## src/rtl/digit_pkg.sv

```systemverilog
// Shared definitions for the digit window scroller.
//   DIGIT_W_DEFAULT : default bits per display digit
//   digit_t         : one display digit
//   BLANK_CODE      : digit code the segment decoders render as blank
//   clog2_min1      : $clog2 clamped to at least one bit, for index/counter widths
package digit_pkg;

   localparam int unsigned DIGIT_W_DEFAULT = 4;

   typedef logic [DIGIT_W_DEFAULT-1:0] digit_t;

   localparam digit_t BLANK_CODE = 4'hF;

   function automatic int unsigned clog2_min1(input int unsigned n);
      return (n <= 1) ? 1 : $clog2(n);
   endfunction

endpackage

```

## src/rtl/digit_window_scroller_edge_pulse.sv

```systemverilog
// Rising-edge detector for a button level.
//   clk    : clock
//   R      : synchronous active-high reset; history bit loads RST_VAL
//   d      : level input
//   rise_c : combinational pulse, high when d=1 and the previous sample was 0
// RST_VAL=1 means a level already high when reset releases is not an edge.
module edge_pulse #(
   parameter logic RST_VAL = 1'b1
) (
   input  logic clk,
   input  logic R,
   input  logic d,
   output logic rise_c
);

   logic q;

   // Previous-cycle sample of d
   always_ff @(posedge clk) begin
      if (R) q <= RST_VAL;
      else   q <= d;
   end

   assign rise_c = d & ~q;

endmodule

```

## src/rtl/digit_window_scroller.sv

```systemverilog
// Scrolling window of WIN adjacent digits over a latched bank of N_DIGITS digits.
//   clk     : clock
//   R       : synchronous active-high reset
//   d_in    : packed digit bank, digit k at [k*DIGIT_W +: DIGIT_W]
//   load    : capture d_in and return the window to offset 0
//   w1, w2  : scroll-down / scroll-up button levels (one step per rising edge)
//   auto_en : auto-scroll enable (only when DIGIT_WIN_AUTOSCROLL_EN is defined)
//   s_out   : window, slot j = digit (sel+j)
//   sel     : window offset, 0..N_DIGITS-WIN
//   at_min  : sel at 0
//   at_max  : sel at N_DIGITS-WIN
// Optional feature macro: DIGIT_WIN_AUTOSCROLL_EN adds a periodic wrapping
// auto-scroll every AUTO_PERIOD cycles.
module digit_window_scroller
   import digit_pkg::*;
#(
   parameter  int unsigned N_DIGITS    = 8,
   parameter  int unsigned WIN         = 3,
   parameter  int unsigned DIGIT_W     = DIGIT_W_DEFAULT,
   parameter  int unsigned AUTO_PERIOD = 50000000,
   localparam int unsigned SEL_W       = clog2_min1(N_DIGITS - WIN + 1)
) (
   input  logic                        clk,
   input  logic                        R,
   input  logic [N_DIGITS*DIGIT_W-1:0] d_in,
   input  logic                        load,
   input  logic                        w1,
   input  logic                        w2,
`ifdef DIGIT_WIN_AUTOSCROLL_EN
   input  logic                        auto_en,
`endif
   output logic [WIN*DIGIT_W-1:0]      s_out,
   output logic [SEL_W-1:0]            sel,
   output logic                        at_min,
   output logic                        at_max
);

   localparam int unsigned MAX_SEL = N_DIGITS - WIN;
   localparam int unsigned IDX_W   = clog2_min1(N_DIGITS);
   localparam int unsigned VEC_W   = N_DIGITS * DIGIT_W;

   localparam logic [SEL_W-1:0] SEL_MAX = SEL_W'(MAX_SEL);
   localparam logic [SEL_W-1:0] SEL_ONE = SEL_W'(1);

   // Reject nonsensical configurations at elaboration
   if (WIN < 1 || WIN > N_DIGITS || AUTO_PERIOD < 1) begin : g_param_check
      $error("digit_window_scroller: need 1 <= WIN <= N_DIGITS and AUTO_PERIOD >= 1");
   end

   logic [VEC_W-1:0] digits_q, digits_d;
   logic [SEL_W-1:0] sel_q, sel_d;
   logic             up, dn;
   logic             auto_step;
   logic             sel_lo, sel_hi, sel_top;

   edge_pulse #(.RST_VAL(1'b1)) u_edge_dn (
      .clk    (clk),
      .R      (R),
      .d      (w1),
      .rise_c (dn)
   );

   edge_pulse #(.RST_VAL(1'b1)) u_edge_up (
      .clk    (clk),
      .R      (R),
      .d      (w2),
      .rise_c (up)
   );

   // sel_hi only covers unreachable codes above MAX_SEL; they are pulled back into range
   assign sel_lo  = (sel_q == '0);
   assign sel_hi  = (sel_q > SEL_MAX);
   assign sel_top = sel_hi || (sel_q == SEL_MAX);

`ifdef DIGIT_WIN_AUTOSCROLL_EN
   localparam int unsigned      TMR_W  = clog2_min1(AUTO_PERIOD);
   localparam logic [TMR_W-1:0] TMR_TC = TMR_W'(AUTO_PERIOD - 1);

   logic [TMR_W-1:0] timer_q, timer_d;

   // Auto-scroll timer; any load, button edge or disable restarts the period
   always_comb begin
      timer_d   = '0;
      auto_step = auto_en && (timer_q == TMR_TC);
      if (!(load || up || dn || !auto_en || auto_step)) begin
         timer_d = timer_q + TMR_W'(1);
      end
   end

   always_ff @(posedge clk) begin
      if (R) timer_q <= '0;
      else   timer_q <= timer_d;
   end
`else
   assign auto_step = 1'b0;
`endif

   // Next digit bank and offset: load > both edges > single edge > auto step
   always_comb begin
      digits_d = digits_q;
      sel_d    = sel_q;
      if (load) begin
         digits_d = d_in;
         sel_d    = '0;
      end else if (up && dn) begin
         sel_d = sel_q;
      end else if (up) begin
         if (sel_hi)        sel_d = SEL_MAX;
         else if (!sel_top) sel_d = sel_q + SEL_ONE;
      end else if (dn) begin
         if (sel_hi)        sel_d = SEL_MAX;
         else if (!sel_lo)  sel_d = sel_q - SEL_ONE;
      end else if (auto_step) begin
         sel_d = sel_top ? '0 : sel_q + SEL_ONE;
      end
   end

   always_ff @(posedge clk) begin
      if (R) begin
         digits_q <= '0;
         sel_q    <= '0;
      end else begin
         digits_q <= digits_d;
         sel_q    <= sel_d;
      end
   end

   // Window mux: split the bank into digits, then pick digit sel+j for slot j
   logic [DIGIT_W-1:0] dig [N_DIGITS];

   for (genvar k = 0; k < N_DIGITS; k++) begin : g_split
      assign dig[k] = digits_q[k*DIGIT_W +: DIGIT_W];
   end

   for (genvar j = 0; j < WIN; j++) begin : g_win
      logic [IDX_W-1:0] idx;
      assign idx = IDX_W'(sel_q) + IDX_W'(j);
      assign s_out[j*DIGIT_W +: DIGIT_W] = dig[idx];
   end

   assign sel    = sel_q;
   assign at_min = sel_lo;
   assign at_max = (sel_q == SEL_MAX);

endmodule

```

## config.mk

```make
export PLATFORM = sky130hd
export DESIGN_NAME = digit_window_scroller
export DESIGN_NICKNAME = d
export VERILOG_FILES = /design/src/rtl/digit_pkg.sv /design/src/rtl/digit_window_scroller_edge_pulse.sv /design/src/rtl/digit_window_scroller.sv
export SDC_FILE = /design/constraint.sdc
export NUM_CORES = 1
export LEC_CHECK = 0
export ABC_AREA = 1
export BUFFER_PORTS_ARGS = -buffer_cell sky130_fd_sc_hd__buf_2
export CAP_MARGIN = 20
export CORE_MARGIN = 2
export CORE_UTILIZATION = 43
export DETAILED_ROUTE_END_ITERATION = 6
export GPL_ROUTABILITY_DRIVEN = 1
export PLACE_DENSITY_LB_ADDON = 0.05
export SETUP_SLACK_MARGIN = 0.1
export SLEW_MARGIN = 20
export SYNTH_ARGS = -nofsm -noshare
export SYNTH_HDL_FRONTEND = slang
export SYNTH_HIERARCHICAL = 1
export SYNTH_SLANG_ARGS = --single-unit
```

## constraint.sdc

```tcl
create_clock -name clk -period 3.9 [get_ports clk]
set_input_delay 1.17 -clock clk [delete_from_list [all_inputs] [get_ports clk]]
set_output_delay 1.17 -clock clk [all_outputs]
set_load 0.01 [all_outputs]
```

Word-level counts from Yosys, hierarchy flattened
Index checks and enable logic that the tools add are counted.
Cells by class
  bitwise gates (word level): 8
  equal/unequal tests: 3
  reductions and logical operators: 6
  $add $sub $neg: 3
  multiplexer cells: 15
  order comparisons: 4
Operators by type and width (number)
  $bmux 4 s3: 3
  $mux 4: 6
  $mux 3: 6
  $ge 4x4->1 const B: 3
  $not 3->4: 3
  $reduce_and 4->1: 1
  $add 3x1->3 const B: 1
  $add 3x2->3 const B: 1
  $eq 3x3->1 const B: 1
  $gt 3x3->1 const B: 1
  $logic_not 3->1: 1
  $ne 3x1->1 const B: 1
  $ne 3x3->1 const B: 1
  $not 1->1: 3
  $sub 3x1->3 const B: 1
  $and 1x1->1: 2
  $reduce_bool 2->1: 1
  $reduce_or 2->1: 1
  $logic_and 1x1->1: 1
  $logic_or 1x1->1: 1
Word-level totals
  input port bits: 37
  output and inout port bits: 17
  logic and storage cells: 43
  bits in registers: 37

Longest topological paths before layout
  word-level depth: 5
  gate-level depth with buffers: 11
  depth with buffers taken out: 9

Cells and area by module
Netlist, hierarchy kept.
Modules (own cells, without submodules)
  digit_window_scroller: times used 1, cells an instance 335, sequential area each 700.7 µm², area each 2139.6 µm²
  edge_pulse: times used 2, cells an instance 5, sequential area each 20.0 µm², area each 37.5 µm²

Least setup slack after synthesis
Ideal clock, no wire load.
  path kind: register to output
  start: reg sel_q[1], in the netlist sel[1]
  end: out s_out[5]
  stages on the path, launching flop included: 9
  path slack: 0.862 ns
  data required time: 2.730 ns
  arrival: 1.868 ns
  path buffers: 3
  path through: dfxtp_1 buf_2 inv_2 buf_2 ha_1 buf_2 o21ai_0 o21a_1 a21oi_1
Between the ends
  longest elaborated chain between the ends: 5
Ends and longest elaborated chain
  start: declaration: line digit_window_scroller.sv:51  | logic [SEL_W-1:0] sel_q, sel_d;
  start signal: assignment: line digit_window_scroller.sv:124  | sel_q <= sel_d;
  $add 3x1->3: line digit_window_scroller.sv:137  | assign idx = IDX_W'(sel_q) + IDX_W'(j);
  $not 3->4 (not written as such): line digit_window_scroller.sv:138  | assign s_out[j*DIGIT_W +: DIGIT_W] = dig[idx];
  $bmux 4 s3: line digit_window_scroller.sv:138
  $mux 4 (not written as such) (2 in series): line digit_window_scroller.sv:138
  end: declaration: line digit_window_scroller.sv:32  | output logic [WIN*DIGIT_W-1:0] s_out,
Every way passes these cells. The select of a mux whose other input is x is not followed.

Worst setup path after layout
  start: reg sel_q[1], in the netlist sel[1]
  end: out s_out[7]
The elaborated chain is that of the path after synthesis.

==> results.py <==
metrics = {
    "finish": {
        "drive_gt1_frac": 0.186,
        "syn_to_final_growth_pct": 15.9,
        "n_antenna_cell": 0,
        "mostFrequentLayoutCells": "nand2_1 (79), buf_2 (53), o21ai_0 (47)",
        "final_cell_area_sq_um": 2570,
        "mostFrequentLayoutCell": "nand2_1",
        "final_nets": 429,
    },
    "synthesis": {
        "yosysTopAreaCell": "dfxtp_1",
        "ys_types": 22,
        "syn_inst": 345,
        "yosysTopAreaCellShare": 0.334,
        "synth_area_leaders": "dfxtp_1 (33%), nand2_1 (13%), o21ai_0 (11%)",
        "synthesis.area_sq_um": 2210,
        "synth_seq_cells": 37,
        "synth_nets": 388,
        "yosys_warnings": 6,
        "ys_seq_area_frac": 0.334,
        "avgSynthCellArea_sq_um": 6.42,
    },
    "clocking": {
        "postCtsHoldBufs": 0,
        "ctsResizeCount": 0,
        "post_cts_buffers": 0,
        "clock-sinks": 37,
        "cts_buffers": 5,
        "clkLatencyLatePin_ns": 0.29,
        "tritoncts": "yes",
        "h-tree-depth": 2,
        "clk_pin_slew_worst_paths_ns": 0.08,
        "cts_root_buf": "clkbuf_8",
        "clockBufferDepth": 2,
    },
    "setup_path": {
        "worst_r2r_endpoint": "sel[1]$_SDFFE_PP0P_",
        "crit_path_max_fanout": 20,
        "r2r_slack_ns": 2.26,
        "regToRegStartpoint": "sel[1]$_SDFFE_PP0P_",
        "critical_path_class": "reg2out",
        "r2r_cells": 8,
        "worst_setup_path_end_kind": "output port",
        "cp.required_ns": 2.73,
        "start_kind": "flop",
        "cp.arrival_ns": 2.01,
    },
    "power": {
        "p_seq_frac": 0.454,
        "combPwrFrac": 0.179,
        "vdd_drop_max_mv": 0.236,
        "p_per_area_nw_per_um2": 358,
        "internal_power_uw": 658,
        "power.leakage_nw": 1.27,
        "p_clk_frac": 0.366,
        "total_power_uw": 920,
        "power_switching_uw": 262,
        "swShare": 0.285,
    },
    "drt": {
        "routed_wl_um": 5600,
        "postRouteAntennaNets": 0,
        "drc": 0,
        "drt-initial-drc-count": 102,
        "vias": 2274,
        "drt_first_pass_iters": 5,
        "vias_per_cell": 4.98,
        "wl_per_cell_um": 12.3,
    },
    "floorplanning": {
        "ios": 54,
        "initial_utilization": 0.439,
        "row_count": 26,
        "dieArea_sq_um": 5740,
        "die-height_um": 75.8,
        "coreArea_sq_um": 5040,
        "fp.dieW_um": 75.8,
    },
    "place": {
        "hpwl_um": 4220,
        "dpl_cell_area_sq_um": 2450,
        "routabilityCongestion": 0.848,
        "io_buffers": 53,
    },
    "global_routing": {
        "antenna_found_initial": 0,
        "first_global_vias": 1883,
        "grt_pass1_wl_um": 8910,
        "grt_max_degree": 49,
        "track_usage": 0.208,
        "grt_overflow": 0,
    },
    "sta": {
        "fin_skew_ns": 0.000309,
        "setup_violations": 0,
        "period_needed_ns": 3.18,
        "rsz0062_at_grt": "no",
        "finalSetupTns_ns": 0,
        "finalHoldViolCount": 0,
        "whs_ns": 0.483,
        "tightestPinTransition_ns": 0.766,
        "slew_headroom": 0.489,
        "maxSlewViolCount": 0,
        "fin_crit_sh": 0.815,
        "max_freq_mhz": 315,
    },
    "hold_path": {
        "min_to": "digits_q[26]$_SDFFE_PP0P_",
        "hp-start": "digits_q[26]$_SDFFE_PP0P_",
        "hold_path_class": "reg2reg",
        "holdPathStages": 2,
    },
    "run": {
        "maxCapViolations": 0,
    },
    "outcome": {
        "outcome": "complete, no violations",
    },
}
synthesized netlist by cell type, drive strengths merged:
cell,instances
nand2,80
o21ai,61
nor2,45
dfxtp,37
inv,35
a21oi,26
buf,16
nand3,14
o211ai,14
clkbuf,6
ha,6
o21a,3
and2,1
o21bai,1
worst max path at each step:
stage | startpoint | endpoint | slack (ns) | cells after the start
2_1_floorplan | sel[1]$_SDFFE_PP0P_ | s_out[5] | 0.86 | 8
3_3_place_gp | sel[0]$_SDFFE_PP0P_ | s_out[7] | 1.04 | 7
3_5_place_dp | sel[0]$_SDFFE_PP0P_ | s_out[7] | 1.03 | 7
4_1_cts | sel[0]$_SDFFE_PP0P_ | s_out[7] | 0.71 | 7
5_1_grt | sel[1]$_SDFFE_PP0P_ | s_out[5] | 0.54 | 8
6_report | sel[1]$_SDFFE_PP0P_ | s_out[7] | 0.72 | 6
cell type report:
type                            count  area (sq um)
Fill cell                         560          2470
Tap cell                           70          87.6
Sequential cell                    37           741
Multi-Input combinational cell    251          1200
Clock inverter                      3          46.3
Timing Repair Buffer               56           288
Inverter                           35           134
Clock buffer                        5          68.8
critical path: stages (launching register included):
cell	delay, ns
dfxtp_1	0.34
inv_2	0.14
ha_1	0.58
o21ai_0	0.16
o21a_1	0.19
a21oi_1	0.16
buf_2	0.15
per-layer routing:
| layer | up-vias | global-route usage | part of all wire |
|---|---|---|---|
| li1 | 1200 | - | - |
| met4 | 0 | 0.0682 | 0.010 |
| met2 | 61 | 0.308 | 0.44 |
| met5 | - | 0 | 0 |
| met3 | 4 | 0.0357 | 0.057 |
| met1 | 1009 | 0.304 | 0.49 |
sequential cells by signal (all words and copies together) (netlist names):
signal,count
digits_q,32
sel,3
u_edge_dn/q,1
u_edge_up/q,1
power by group through the flow:
stage               clock [mW]  combinational [mW]  sequential (mW)
finish                   0.337               0.165            0.418
global route             0.363               0.191            0.421
CTS                      0.346               0.166            0.418
detailed placement           0               0.165            0.427
global placement             0               0.164            0.427
floorplan                    0               0.113            0.421
stage by stage:
| stage | worst slack, ns | instances | utilization |
|---|---|---|---|
| after floorplan | 0.862 | 345 | - |
| after global placement | 1.04 | 449 | 0.486 |
| after detailed placement | 1.03 | 449 | 0.486 |
| after CTS | 0.710 | 457 | 0.509 |
| after global routing | 0.535 | 457 | 0.509 |
| final | 0.722 | 457 | 0.509 |
kinds of logic after synthesis:
group / after synthesis / share of synthesized area
flip-flops: 37 / 0.334
AO/OA/AOI/OAI: 105 / 0.259
buffers and inverters: 57 / 0.123
AND/OR/NAND/NOR: 140 / 0.250
adder cells (fa/ha/maj): 6 / 0.0339
Power figures use the tool's default switching activity.
